### src/rtl/fork_sched.sv
// Fork scheduler: boots core 0, grants fork requests round-robin and starts the lowest idle core.
// Optional FORK_SCHED_STATS_EN adds saturating fork_count / starve_count outputs.
module fork_sched #(
    parameter int          NCORES   = 4,
    parameter logic [15:0] BOOT_PTR = 16'd128,
    parameter logic [15:0] BOOT_PC  = 16'h0000
) (
    input  logic                   clk,
    input  logic                   rst,
    input  logic [NCORES-1:0]      fork_req,
    input  logic [NCORES*16-1:0]   fork_ptr,
    input  logic [NCORES*16-1:0]   fork_pc,
    input  logic [NCORES-1:0]      halt,
    output logic [NCORES-1:0]      fork_ack,
    output logic [NCORES*33-1:0]   fork_cxt,
    output logic [NCORES-1:0]      busy,
    output logic                   all_done
`ifdef FORK_SCHED_STATS_EN
    ,
    output logic [15:0]            fork_count,
    output logic [15:0]            starve_count
`endif
);

    localparam int          RRW  = (NCORES > 1) ? $clog2(NCORES) : 1;
    localparam int unsigned NC_U = NCORES;

    typedef enum logic [1:0] {S_BOOT, S_RUN, S_DONE} state_t;

    state_t                 r_state;
    logic [NCORES-1:0]      r_ack;
    logic [NCORES*33-1:0]   r_cxt;
    logic [NCORES-1:0]      r_busy;
    logic                   r_done;
    logic [RRW-1:0]         r_rr;
    logic [15:0]            r_fork_cnt;
    logic [15:0]            r_starve_cnt;

    logic [NCORES-1:0]      w_elig;
    logic [NCORES-1:0]      w_start;
    logic [NCORES-1:0]      w_busy_nxt;
    logic [NCORES-1:0]      w_ack_nxt;
    logic [NCORES*33-1:0]   w_cxt_nxt;
    logic [RRW-1:0]         w_req;
    logic [RRW-1:0]         w_child;
    logic                   w_req_ok;
    logic                   w_child_ok;
    logic                   w_grant;

    // Current busy (not the halt-updated value) drives child choice, so a core
    // freed this cycle becomes allocatable only on the next one.
    always_comb begin
        w_elig     = fork_req & r_busy & ~halt & ~r_ack;
        w_req      = '0;
        w_req_ok   = 1'b0;
        w_child    = '0;
        w_child_ok = 1'b0;
        for (int unsigned i = 0; i < NC_U; i++) begin
            w_start[i] = r_cxt[i*33 + 32];
        end
        for (int unsigned k = 0; k < NC_U; k++) begin
            if (!w_req_ok && w_elig[(32'(r_rr) + k) % NC_U]) begin
                w_req_ok = 1'b1;
                w_req    = RRW'((32'(r_rr) + k) % NC_U);
            end
        end
        for (int unsigned i = 0; i < NC_U; i++) begin
            if (!w_child_ok && !r_busy[i] && !w_start[i]) begin
                w_child_ok = 1'b1;
                w_child    = RRW'(i);
            end
        end
        w_grant    = (r_state == S_RUN) && w_req_ok && w_child_ok;
        w_busy_nxt = r_busy & ~halt;
        w_ack_nxt  = '0;
        w_cxt_nxt  = '0;
        if (w_grant) begin
            w_busy_nxt[w_child]              = 1'b1;
            w_ack_nxt[w_req]                 = 1'b1;
            w_cxt_nxt[int'(w_child)*33 +: 33] = {1'b1, fork_ptr[int'(w_req)*16 +: 16],
                                                 fork_pc[int'(w_req)*16 +: 16]};
        end
    end

    always_ff @(posedge clk or posedge rst) begin
        if (rst) begin
            r_state      <= S_BOOT;
            r_ack        <= '0;
            r_cxt        <= '0;
            r_busy       <= '0;
            r_done       <= 1'b0;
            r_rr         <= '0;
            r_fork_cnt   <= '0;
            r_starve_cnt <= '0;
        end else begin
            case (r_state)
                S_BOOT: begin
                    r_state <= S_RUN;
                    r_ack   <= '0;
                    r_cxt   <= {{((NCORES-1)*33){1'b0}}, 1'b1, BOOT_PTR, BOOT_PC};
                    r_busy  <= {{(NCORES-1){1'b0}}, 1'b1};
                    if (r_fork_cnt != 16'hFFFF) r_fork_cnt <= r_fork_cnt + 16'd1;
                end
                S_RUN: begin
                    if (r_busy == '0 && w_start == '0) begin
                        r_state <= S_DONE;
                        r_done  <= 1'b1;
                        r_ack   <= '0;
                        r_cxt   <= '0;
                    end else begin
                        r_ack  <= w_ack_nxt;
                        r_cxt  <= w_cxt_nxt;
                        r_busy <= w_busy_nxt;
                        if (w_grant) begin
                            r_rr <= (w_req == RRW'(NCORES-1)) ? '0 : w_req + 1'b1;
                            if (r_fork_cnt != 16'hFFFF) r_fork_cnt <= r_fork_cnt + 16'd1;
                        end else if (w_elig != '0 && r_starve_cnt != 16'hFFFF) begin
                            r_starve_cnt <= r_starve_cnt + 16'd1;
                        end
                    end
                end
                default: begin
                    r_ack  <= '0;
                    r_cxt  <= '0;
                    r_busy <= '0;
                    r_done <= 1'b1;
                end
            endcase
        end
    end

    assign fork_ack = r_ack;
    assign fork_cxt = r_cxt;
    assign busy     = r_busy;
    assign all_done = r_done;
`ifdef FORK_SCHED_STATS_EN
    assign fork_count   = r_fork_cnt;
    assign starve_count = r_starve_cnt;
`else
    logic w_unused_stats;
    assign w_unused_stats = ^{r_fork_cnt, r_starve_cnt};
`endif

endmodule

### config.mk
export PLATFORM = sky130hd
export DESIGN_NAME = fork_sched
export DESIGN_NICKNAME = d
export VERILOG_FILES = /design/src/rtl/fork_sched.sv
export SDC_FILE = /design/constraint.sdc
export NUM_CORES = 1
export LEC_CHECK = 0
export BUFFER_PORTS_ARGS = -buffer_cell sky130_fd_sc_hd__buf_2
export CAP_MARGIN = 20
export CORE_MARGIN = 1.5
export CORE_UTILIZATION = 49
export DETAILED_ROUTE_END_ITERATION = 8
export PLACE_DENSITY = 0.9
export SYNTH_ARGS = -nofsm -noshare
export SYNTH_HDL_FRONTEND = slang
export SYNTH_SLANG_ARGS = --single-unit
### constraint.sdc
create_clock -name clk -period 6.7 [get_ports clk]
set_clock_uncertainty 0.05 [all_clocks]
set_input_delay 2.01 -clock clk [delete_from_list [all_inputs] [get_ports clk]]
set_output_delay 2.01 -clock clk [all_outputs]
set_load 0.02 [all_outputs]
**Word level (Yosys, flattened, before mapping)**

Cells that the tools add are included.
W data, S select, Z words.

- Logic and storage cells: 115
- Bits in registers: 145
- Output and inout port bits: 141
- Input bits: 138

- Add/subtract/negate cells: 5
- Magnitude comparators: 8
- Reduce and logical (&&, ||, !) cells: 36
- Bitwise operators: 10
- Multipliers: 1
- Shifts and indexed selects: 4
- Equal/unequal tests: 4
- Multiplexer cells: 41

Operators with widths:

| operator | number |
|---|---|
| $mux W132 | 2 |
| $pmux W132 S2 | 1 |
| $and A132 B132 Y132 | 1 |
| $shift A33 B33 Y132 const A | 1 |
| $shiftx A33 B33 Y132 | 1 |
| $shiftx A64 B7 Y16 | 2 |
| $neg A8 Y33 | 1 |
| $mux W4 | 5 |
| $lt A2 B3 Y1 const B | 6 |
| $and A4 B4 Y4 | 4 |
| $mux W1 | 16 |
| $mux W2 | 8 |
| $logic_and A1 B1 Y1 | 15 |
| $logic_not A1 Y1 | 14 |
| $bmux W1 S2 | 4 |
| $logic_not A4 Y1 | 2 |
| $mul A2 B6 Y8 const B | 1 |
| $not A4 Y4 | 2 |
| $pmux W4 S2 | 1 |
| $add A2 B1 Y2 const B | 2 |
| $add A2 B2 Y2 const B | 2 |
| $demux W1 S2 | 2 |
| $ge A2 B1 Y1 const B | 2 |
| $or A4 B4 Y4 | 1 |
| 11 further kinds | 13 |

**Depth between registers and ports, before layout**

Gate-level depths: netlist of run 1.

- Word-level depth: 23
- Mapped depth: 10
- Gate-level depth less buffers: 9

**Worst setup path after synthesis of run 1**

OpenSTA, ideal clock, no wires.

- Kind: input-to-reg
- Start point: in halt[2]
- End point: reg r_rr[1]
- Library setup time: 0.125 ns
- Slack: 2.988 ns
- Stages on the path: 7
- Buffers on the path: 2
- Arrival time: 3.537 ns
- Required time: 6.525 ns
- Cell sequence: nand4bb_4 > a211oi_1 > o22a_1 > buf_2 > buf_2 > ha_1 > mux2_2

- Word-level cells in the longest chain between the ends: 18
- Elaborated cells between the ends (all ways): 31
- Classes of those cells: add/sub (1); eq/ne (1); mux (17); bitwise (3); reduce/logical (9)

Ends and longest elaborated chain:

| item | RTL line | text |
|---|---|---|
| start, declared | 13 | `input logic [NCORES-1:0] halt,` |
| $not A4 Y4 * | 53 | `w_elig = fork_req & r_busy & ~halt & ~r_ack;` |
| $and A4 B4 Y4 * (2 in a row) | 53 |  |
| parallel branches: the longest is 15 deep, another holds $bmux W1 S2 | -- |  |
| end signal, assigned | 115 | `r_rr <= (w_req == RRW'(NCORES-1)) ? '0 : w_req + 1'b1;` |
| end, declared | 35 | `logic [RRW-1:0] r_rr;` |

Every way passes the cells marked *. The select of a mux whose other input is x is not followed.
A chain may end at the register's enable or synchronous reset.

**Worst setup path after layout of run 1**

- Start point: in halt[0]
- End point: reg r_cxt[48] (netlist: fork_cxt[48])

- Word-level cells in the longest chain between the ends: 21
- Elaborated cells between the ends (all ways): 34
- Classes of those cells: shift (3); mux (19); bitwise (4); reduce/logical (8)

Ends and longest elaborated chain:

| item | RTL line | text |
|---|---|---|
| $not A4 Y4 * | 53 |  |
| $and A4 B4 Y4 * (2 in a row) | 53 |  |
| $bmux W1 S2 | 62 | `if (!w_req_ok && w_elig[(32'(r_rr) + k) % NC_U]) begin` |
| $mux W1 (implied by the code) | 62 |  |
| $mux W1 | 62 |  |
| $logic_not A1 Y1 | 62 |  |
| $logic_and A1 B1 Y1 | 62 |  |
| $mux W1 | 62 |  |
| (+4 left out) | -- |  |
| $logic_and A1 B1 Y1 | 62 |  |
| $mux W2 | 62 |  |
| $shiftx A64 B7 Y16 (on tied branches) | 81, 80 |  |
| $shiftx A33 B33 Y132 | 80 | `w_cxt_nxt[int'(w_child)*33 +: 33] = {1'b1, fork_ptr[int'(w_req)*16 +: 16],` |
| $and A132 B132 Y132 (no line) | -- |  |
| $mux W132 * | 77 | `if (w_grant) begin` |
| $mux W132 * | 105 | `if (r_busy == '0 && w_start == '0) begin` |
| $pmux W132 S2 * | 96 | `case (r_state)` |
| end signal, assigned | 100 | `r_cxt <= {{((NCORES-1)*33){1'b0}}, 1'b1, BOOT_PTR, BOOT_PC};` |
| end signal, assigned | 112 | `r_cxt <= w_cxt_nxt;` |
| end, declared | 32 | `logic [NCORES*33-1:0] r_cxt;` |

Mark *: on every way between the ends. The rest lies on a longest branch, timed or not. The select of a mux whose other input is x is not followed.

==> flow_summary.json, run 1 <==
{
  "synthCells": 600,
  "post_cts_resized": 0,
  "path_class": "primary input to flop",
  "drc_errors": 0,
  "ir_drop_v": 0.000138,
  "grt.overflow.total": 0,
  "maxCapViolCount": 0,
  "layout_commonest_cell": "buf_2",
  "rr_startpoint": "fork_ack[0]$_DFF_PP0_",
  "seq_power_share_pct": 46.5,
  "post-route-period-util_pct": 70.6,
  "power_frac_comb_pct": 5.3,
  "avgViaCountPerCell": 6.02,
  "routabilityCongestion": 0.900,
  "grt_start_max_net_pins": 93,
  "ios": 279,
  "syn_nets": 748,
  "clkSlewWorstSetupHoldPaths_ns": 0.06,
  "fmax_mhz": 211,
  "worst_pin_slew_ns": 1.09,
  "synth_async_sr_flop_share_pct": 100,
  "fill_cells": 1049,
  "synth_flop_cell": "dfrtp_1",
  "relSlewSlack_pct": 26.8,
  "syn_area_mm2": 0.00682,
  "fin_area_mm2": 0.00880,
  "die_area_mm2": 0.0146,
  "status": "finished, final reports clean",
  "p_per_area_mw_per_mm2": 216,
  "critPathCaptureType": "flop",
  "num_rows": 42,
  "dpl_cell_area_mm2": 0.00822,
  "clockPowerShare_pct": 48.2,
  "vias": 6284,
  "rsz0062_at_grt": "false",
  "critPathRequiredTime_ns": 6.95,
  "p_leak_uw": 0.00457,
  "holdCritStartpoint": "all_done$_DFFE_PP0P_",
  "drv_slew": 0,
  "cts_htree_levels": 4,
  "yosysUniqueCellTypes": 45,
  "ctsRootBufferMaster": "clkbuf_16",
  "critPathArrivalTime_ns": 4.98,
  "hold_slack_ns": 0.423,
  "yosysSeqAreaShare_pct": 53.2,
  "grt_pass1_vias": 6133,
  "start_kind": "primary input",
  "synthTopCellsByArea": "dfrtp_1 (53%), nor3_1 (9.2%), a211oi_2 (7.0%), inv_1 (4.0%), a2111oi_1 (3.8%)",
  "die_x_um": 121,
  "synth_top_cell_area_share_pct": 53.2,
  "synth-edff-count": 0,
  "portBuffers": 278,
  "grt_pass1_wl_um": 33000,
  "yosysWarnings": 0,
  "antenna_found_initial": 1,
  "post-route-util_pct": 65.6,
  "ant_nets": 0,
  "critPathLaunch": "halt[0]",
  "netSwitchingPower_uw": 460,
  "finalWirelength_um": 21700,
  "tns_ns": 0,
  "synth.avg_cell_area_um2": 11.4,
  "drive_gt1_share_pct": 44.5,
  "avgRoutedWirePerCell_um": 20.8,
  "synthToLayoutAreaGrowth_pct": 28.9,
  "clock-sinks": 145,
  "core_area_mm2": 0.0134,
  "most-common-layout-cells": "buf_2 (278), dfrtp_1 (145), nor3_1 (126), inv_1 (70), a211oi_2 (38)",
  "power.internal_uw": 1440,
  "critical_path.max_fanout": 36,
  "cts_tree": "built",
  "layout.nets": 1001,
  "die_h_um": 121,
  "ys_seq_elements": 145,
  "yosysTopAreaCell": "dfrtp_1",
  "drtPass1Iterations": 5,
  "multi_input_area_mm2": 0.00262,
  "drt_iter0_markers": 548,
  "initial_core_util_pct": 50.9,
  "grt_usage_pct": 29.9,
  "ff_latch_area_mm2": 0.00363,
  "cts-hold-fix-buffers": 0,
  "clk_latency_ns": 0.42,
  "netSwitchingFraction_pct": 24.2,
  "setup_viol": 0,
  "hpwl_um": 14900,
  "min_period_ns": 4.73,
  "hold_class": "flop to flop",
  "finalHoldViolations": 0,
  "cts_max_path_buffers": 2,
  "postCtsSetupRepairBufs": 0,
  "cts_buffers": 17
}
state kept, by name, summed over array words and instances (netlist names):
register,flops
fork_cxt,132
all_done,1
r_rr,2
busy,4
r_state,2
fork_ack,4
cell type report:
class	instances	area share, %
diodes	1	0.0284
well taps	176	2.50
flip-flops and latches	145	41.3
repair buffers	289	16.8
clock buffers	17	4.84
clock inverters	15	1.71
multi-input cells	327	29.7
inverters	73	3.17
per-layer routing:
metal | global-route usage [%] | vias up | wire length, µm
li1 | - | 2749 | -
met1 | 38.3 | 3050 | 8430
met2 | 48.9 | 416 | 10700
met3 | 6.67 | 69 | 1860
met4 | 13.2 | 0 | 712
met5 | 0 | - | 0
power groups by stage:
stage / clock (µW) / combinational, µW / sequential [µW]
floorplan: 0 / 40.7 / 899
global placement: 0 / 96.8 / 901
detailed placement: 0 / 99.3 / 901
CTS: 928 / 101 / 885
global route: 970 / 110 / 885
finish: 918 / 100 / 885
cells by family (layout without fill, tap and decap cells):
group	Yosys count	in the layout	share of synthesized area, %
adders and majority gates	10	10	1.83
other	0	1	0
and+or+nand+nor	167	167	13.9
muxes	1	1	0.165
buffers and inverters	128	394	8.80
DFF	145	145	53.2
AOI/OAI and AO/OA	149	149	22.1
worst max-delay path, cell delays in order:
cell,delay [ns]
buf_2,0.11
and4bb_1,0.29
a21o_2,0.63
a211oi_4,0.15
inv_2,0.61
buf_4,0.54
a211oi_1,0.22
nor4b_1,0.37
path summary, 6_finish.rpt:
kind	endpoint	slack [ns]	cells after the start
worst min-delay path	all_done$_DFFE_PP0P_	0.42	1
min in group asynchronous	fork_cxt[44]$_DFF_PP0_	1.71	2
max in group asynchronous	busy[0]$_DFFE_PP0P_	3.73	3
worst max register to register	fork_cxt[48]$_DFF_PP0_	3.21	7
worst min register to register	all_done$_DFFE_PP0P_	0.42	1
worst max-delay path	fork_cxt[48]$_DFF_PP0_	1.97	8
metrics by stage:
step	instances	total power (µW)	setup WS, ns
after floorplan	600	940	0.745
after global placement	1010	998	1.69
after detailed placement	1010	1000	1.62
after CTS	1042	1910	2.05
after global routing	1043	1970	1.81
final	1043	1900	1.97
cells in the mapped netlist, drive strengths merged (2+ instances only):
master	instances
dfrtp	145
a21oi	2
buf	26
clkbuf	29
a211oi	66
a2111oi	64
nand2	5
o22ai	4
and4bb	2
or2	2
nor2b	5
nand2b	2
o21ai	4
nor2	4
a31o	2
nand4bb	4
nand4b	3
inv	73
a21o	2
nor4b	2
ha	10
and2	8
nor3	127
Power figures use the tool's default switching activity.
==> inputs of run 2 (changes only) <==
CORE_UTILIZATION = 44   (was 49)
PLACE_DENSITY = 0.86   (was 0.9)
clock period = 4 ns   (was 6.7 ns; I/O delays follow)
==> flow_summary.json, run 2 (same netlist as run 1, synthesis figures left out) <==
{
  "post_cts_resized": 0,
  "die_x_um": 128,
  "most-common-layout-cells": "buf_2 (278), dfrtp_1 (145), nor3_1 (126), inv_1 (70), a211oi_2 (38)",
  "clkSlewWorstSetupHoldPaths_ns": 0.06,
  "num_rows": 45,
  "reg2reg_slack_ns": 1.28,
  "drv_slew": 0,
  "hpwl_um": 14200,
  "clk_latency_ns": 0.42,
  "portBuffers": 278,
  "reg2reg_depth": 6,
  "hold_class": "flop to flop",
  "ff_latch_area_mm2": 0.00363,
  "holdCritStartpoint": "all_done$_DFFE_PP0P_",
  "critical_path.max_fanout": 64,
  "layout_commonest_cell": "buf_2",
  "fmax_mhz": 316,
  "crit_chain": "buf_2, and4bb_1, a21o_2, buf_4, a2111oi_0, a211oi_1, nor3_1",
  "cts_buffers": 17,
  "fill_cells": 1233,
  "worst_pin_slew_ns": 0.860,
  "cts_htree_levels": 4,
  "avgViaCountPerCell": 5.77,
  "cts_max_path_buffers": 2,
  "start_kind": "primary input",
  "postCtsSetupRepairBufs": 0,
  "busiest_layer": "met2",
  "largest_register_ffs": 132,
  "die_h_um": 128,
  "grt_usage_pct": 25.9,
  "rr_startpoint": "fork_ack[0]$_DFF_PP0_",
  "relSlewSlack_pct": 42.6,
  "p_leak_uw": 0.00468,
  "critPathLaunch": "halt[0]",
  "finalWorstSetupSlack_ns": 0.837,
  "synthToLayoutAreaGrowth_pct": 32.2,
  "drive_gt1_share_pct": 45.1,
  "maxCapViolCount": 0,
  "drtPass1Iterations": 6,
  "critPathCaptureType": "flop",
  "grtUsageMet2_pct": 42.5,
  "critPathRequiredTime_ns": 4.22,
  "rsz0062_at_grt": "false",
  "layout.nets": 1014,
  "drc_errors": 0,
  "cts_tree": "built",
  "worst_r2r_endpoint": "fork_cxt[40]$_DFF_PP0_",
  "ir_drop_v": 0.000278,
  "multi_input_area_mm2": 0.00262,
  "routabilityCongestion": 0.834,
  "tns_ns": 0,
  "status": "finished, final reports clean",
  "antenna_found_initial": 1,
  "initial_core_util_pct": 45.1,
  "dp_slack_ns": 0.505,
  "setup_viol": 0,
  "vias": 6152,
  "hold_depth": 1,
  "cp-endpoint": "fork_cxt[40]$_DFF_PP0_",
  "p_per_area_mw_per_mm2": 376,
  "core_area_mm2": 0.0151,
  "use_met3_pct": 6.74,
  "grt_start_max_net_pins": 65,
  "min_period_ns": 3.16,
  "die_area_mm2": 0.0163,
  "cts-hold-fix-buffers": 0,
  "grt_pass1_vias": 6183,
  "ant_nets": 0,
  "crit_path_max_incr_delay_ns": 0.61,
  "drt_iter0_markers": 480,
  "avgRoutedWirePerCell_um": 19.5,
  "finalHoldViolations": 0,
  "ios": 279,
  "grt.overflow.total": 0,
  "path_class": "primary input to flop",
  "grt_pass1_wl_um": 32200,
  "slowest_stage": "buf_4",
  "clock-sinks": 145,
  "ctsRootBufferMaster": "clkbuf_16",
  "critPathArrivalTime_ns": 3.38,
  "finalWirelength_um": 20800,
  "post-route-period-util_pct": 79.1,
  "gr-usage-met1_pct": 31.8
}
## run 2: cell types whose count changed in the layout (fill, tap and decap cells not counted), sizes merged
cell and delta:
clkinv +2, clkbuf +2, clkinvlp -1, inv -8, bufinv +4, buf +13
## run 2: cell type report
class                           instances  share of cell area, %
Timing Repair Buffer                  302                   17.8
Inverter                               73                   3.09
Clock buffer                           19                   4.91
Antenna cell                            1                 0.0277
Clock inverter                         12                   2.29
Tap cell                              188                   2.61
Multi-Input combinational cell        327                   29.0
Sequential cell                       145                   40.2
## run 2: worst min-delay path by stage
stage                              to  slack, ns
4_1_cts          all_done$_DFFE_PP0P_       0.42
2_1_floorplan  fork_cxt[32]$_DFF_PP0_       0.45
3_3_place_gp     all_done$_DFFE_PP0P_       0.40
5_1_grt          all_done$_DFFE_PP0P_       0.44
3_5_place_dp     all_done$_DFFE_PP0P_       0.40
6_report         all_done$_DFFE_PP0P_       0.41
## run 2: per-stage QoR
stage	cell area [µm²]	utilization, %	hold slack, ns	total power, µW	std cells
after floorplan	6830	-	0.448	1580	600
after global placement	8370	55.2	0.398	1670	1035
after detailed placement	8370	55.2	0.400	1680	1035
after CTS	9020	59.5	0.415	3420	1066
after global routing	9020	59.6	0.442	3500	1067
final	9020	59.6	0.410	3390	1067
## run 2: where the power goes
group	total (µW)	leakage (µW)	internal, µW	switching (µW)
combinational	167	0.00236	74.7	92.0
sequential	1480	0.00201	1470	9.13
clock	1740	0.000314	1120	615
total	3390	0.00468	2670	716
## run 2: metal layers
metal / share of wire, % / routed length, µm / vias up
li1: - / - / 2770
met1: 40 / 8220 / 2956
met2: 49 / 10100 / 362
met3: 8.3 / 1720 / 64
met4: 3.4 / 707 / 0
met5: 0 / 0 / -
## run 2: critical path, delay by kind of cell
family | cells | cell delay [ns]
AND/OR/NAND/NOR | 2 | 0.46
buffers and inverters | 2 | 0.72
AO/OA/AOI/OAI | 3 | 0.97
==> inputs of run 3 (changes only) <==
clock period = 2.5 ns   (was 4 ns; I/O delays follow)
==> flow_summary.json, run 3 (same netlist as run 1, synthesis figures left out) <==
{
  "status": "finished, final reports clean",
  "ios": 279,
  "layout_commonest_cell": "buf_2",
  "clock-sinks": 145,
  "min_period_ns": 2.44,
  "drv_slew": 0,
  "drive_gt1_share_pct": 48.8,
  "maxCapViolCount": 0,
  "critPathCaptureType": "flop",
  "relSlewSlack_pct": 53.5,
  "cp_num_buf_inv": 1,
  "grt.overflow.total": 0,
  "worst_r2r_endpoint": "fork_cxt[45]$_DFF_PP0_",
  "ir_drop_v": 0.000430,
  "antenna_found_initial": 1,
  "postCtsSetupRepairBufs": 0,
  "path_class": "flop to flop",
  "finalHoldViolations": 0,
  "p_per_area_mw_per_mm2": 555,
  "grt_pass1_vias": 6295,
  "power_uw": 5290,
  "portBuffers": 278,
  "grt_start_max_net_pins": 68,
  "post-route-util_pct": 62.9,
  "clk_latency_ns": 0.42,
  "dp_slack_ns": -0.308,
  "slowest_stage": "a2111oi_1",
  "critPathArrivalTime_ns": 2.72,
  "layout.nets": 1069,
  "critical_path.top_delay_family": "compound AO/OA/AOI/OAI gates",
  "worst_pin_slew_ns": 0.695,
  "rr_startpoint": "fork_ack[1]$_DFF_PP0_",
  "critical_path.max_fanout": 36,
  "rsz0062_at_grt": "true",
  "grt_pass1_wl_um": 32800,
  "drtPass1Iterations": 5,
  "p_leak_uw": 0.00498,
  "reg2reg_slack_ns": 0.06,
  "ant_nets": 0,
  "vias": 6296,
  "start_kind": "flop",
  "finalWorstSetupSlack_ns": 0.0581,
  "grt_usage_pct": 26.3,
  "cts_htree_levels": 4,
  "synthToLayoutAreaGrowth_pct": 39.7,
  "post-route-period-util_pct": 97.7,
  "most-common-layout-cells": "buf_2 (278), dfrtp_1 (145), nor3_1 (126), inv_1 (70), buf_4 (67)",
  "reg2reg_depth": 6,
  "die_x_um": 128,
  "critPathRequiredTime_ns": 2.78,
  "core_area_mm2": 0.0151,
  "cts_tree": "built",
  "finalWirelength_um": 21300,
  "fmax_mhz": 410,
  "hpwl_um": 15000,
  "drc_errors": 0,
  "ctsRootBufferMaster": "clkbuf_16",
  "crit_path_max_incr_delay_ns": 0.74,
  "largest_register_ffs": 132,
  "cts_max_path_buffers": 2,
  "crit_chain": "nand4bb_2, a21o_2, buf_4, a2111oi_1, a211oi_2, nor3_1",
  "routabilityCongestion": 0.826,
  "die_h_um": 128,
  "avgViaCountPerCell": 5.61,
  "drt_iter0_markers": 442,
  "setup_viol": 0,
  "hold_class": "primary input to async pin",
  "num_rows": 45,
  "clkSlewWorstSetupHoldPaths_ns": 0.06,
  "die_area_mm2": 0.0163,
  "avgRoutedWirePerCell_um": 19.0,
  "initial_core_util_pct": 45.1,
  "cts_buffers": 17
}
[run 3: per-stage QoR]
stage	hold slack, ns	instances	TNS, ns	instance area (µm²)
global route	0.250	1123	-0.0183	9530
floorplan	0.448	600	-17.26	6830
CTS	0.235	1122	0	9510
global placement	0.406	1090	-17.03	8890
finish	0.247	1123	0	9530
detailed placement	0.415	1090	-23.81	8890
[run 3: worst register-to-register path, stage by stage (launching register included)]
cell and delay, ns:
dfrtp_1 0.42, nand4bb_2 0.27, a21o_2 0.24, buf_4 0.27
a2111oi_1 0.76, a211oi_2 0.15, nor3_1 0.21
[run 3: metal layers]
metal	GRT usage, %	vias up	share of wire [%]
met2	43.9	336	49
met4	12.4	0	3.1
li1	-	2871	-
met5	0	-	0
met1	32.4	3032	40
met3	6.20	57	7.9
[run 3: worst max path at each step]
stage	slack, ns	depth (start not counted)	to	startpoint
2_1_floorplan	-0.12	1	all_done$_DFFE_PP0P_	rst
3_3_place_gp	-0.27	11	fork_cxt[54]$_DFF_PP0_	halt[1]
3_5_place_dp	-0.31	11	fork_cxt[120]$_DFF_PP0_	halt[1]
4_1_cts	0.1	10	fork_cxt[120]$_DFF_PP0_	fork_ack[1]$_DFF_PP0_
5_1_grt	-0.02	7	fork_cxt[39]$_DFF_PP0_	busy[1]$_DFFE_PP0P_
6_report	0.06	6	fork_cxt[45]$_DFF_PP0_	fork_ack[1]$_DFF_PP0_
[run 3: report_power, final]
part,switching [µW],internal [µW]
Sequential,15.6,2360
Combinational,153,144
Clock,998,1630
Total,1170,4130
[run 3: cell type report]
| type | count | area (µm²) |
|---|---|---|
| clock buffers | 20 | 457 |
| flip-flops and latches | 145 | 3630 |
| diodes | 1 | 2.50 |
| fillers | 1181 | 5610 |
| repair buffers | 357 | 2130 |
| multi-input cells | 327 | 2640 |
| inverters | 73 | 279 |
| clock inverters | 12 | 155 |
| well taps | 188 | 235 |
[run 3: timing repair]
action | 4_1_cts | 5_1_grt
endpoints found under the setup margin | 0 | 20
hold buffers | 0 | 0
hold endpoints to repair | 0 | 0
resized for setup | 0 | 10
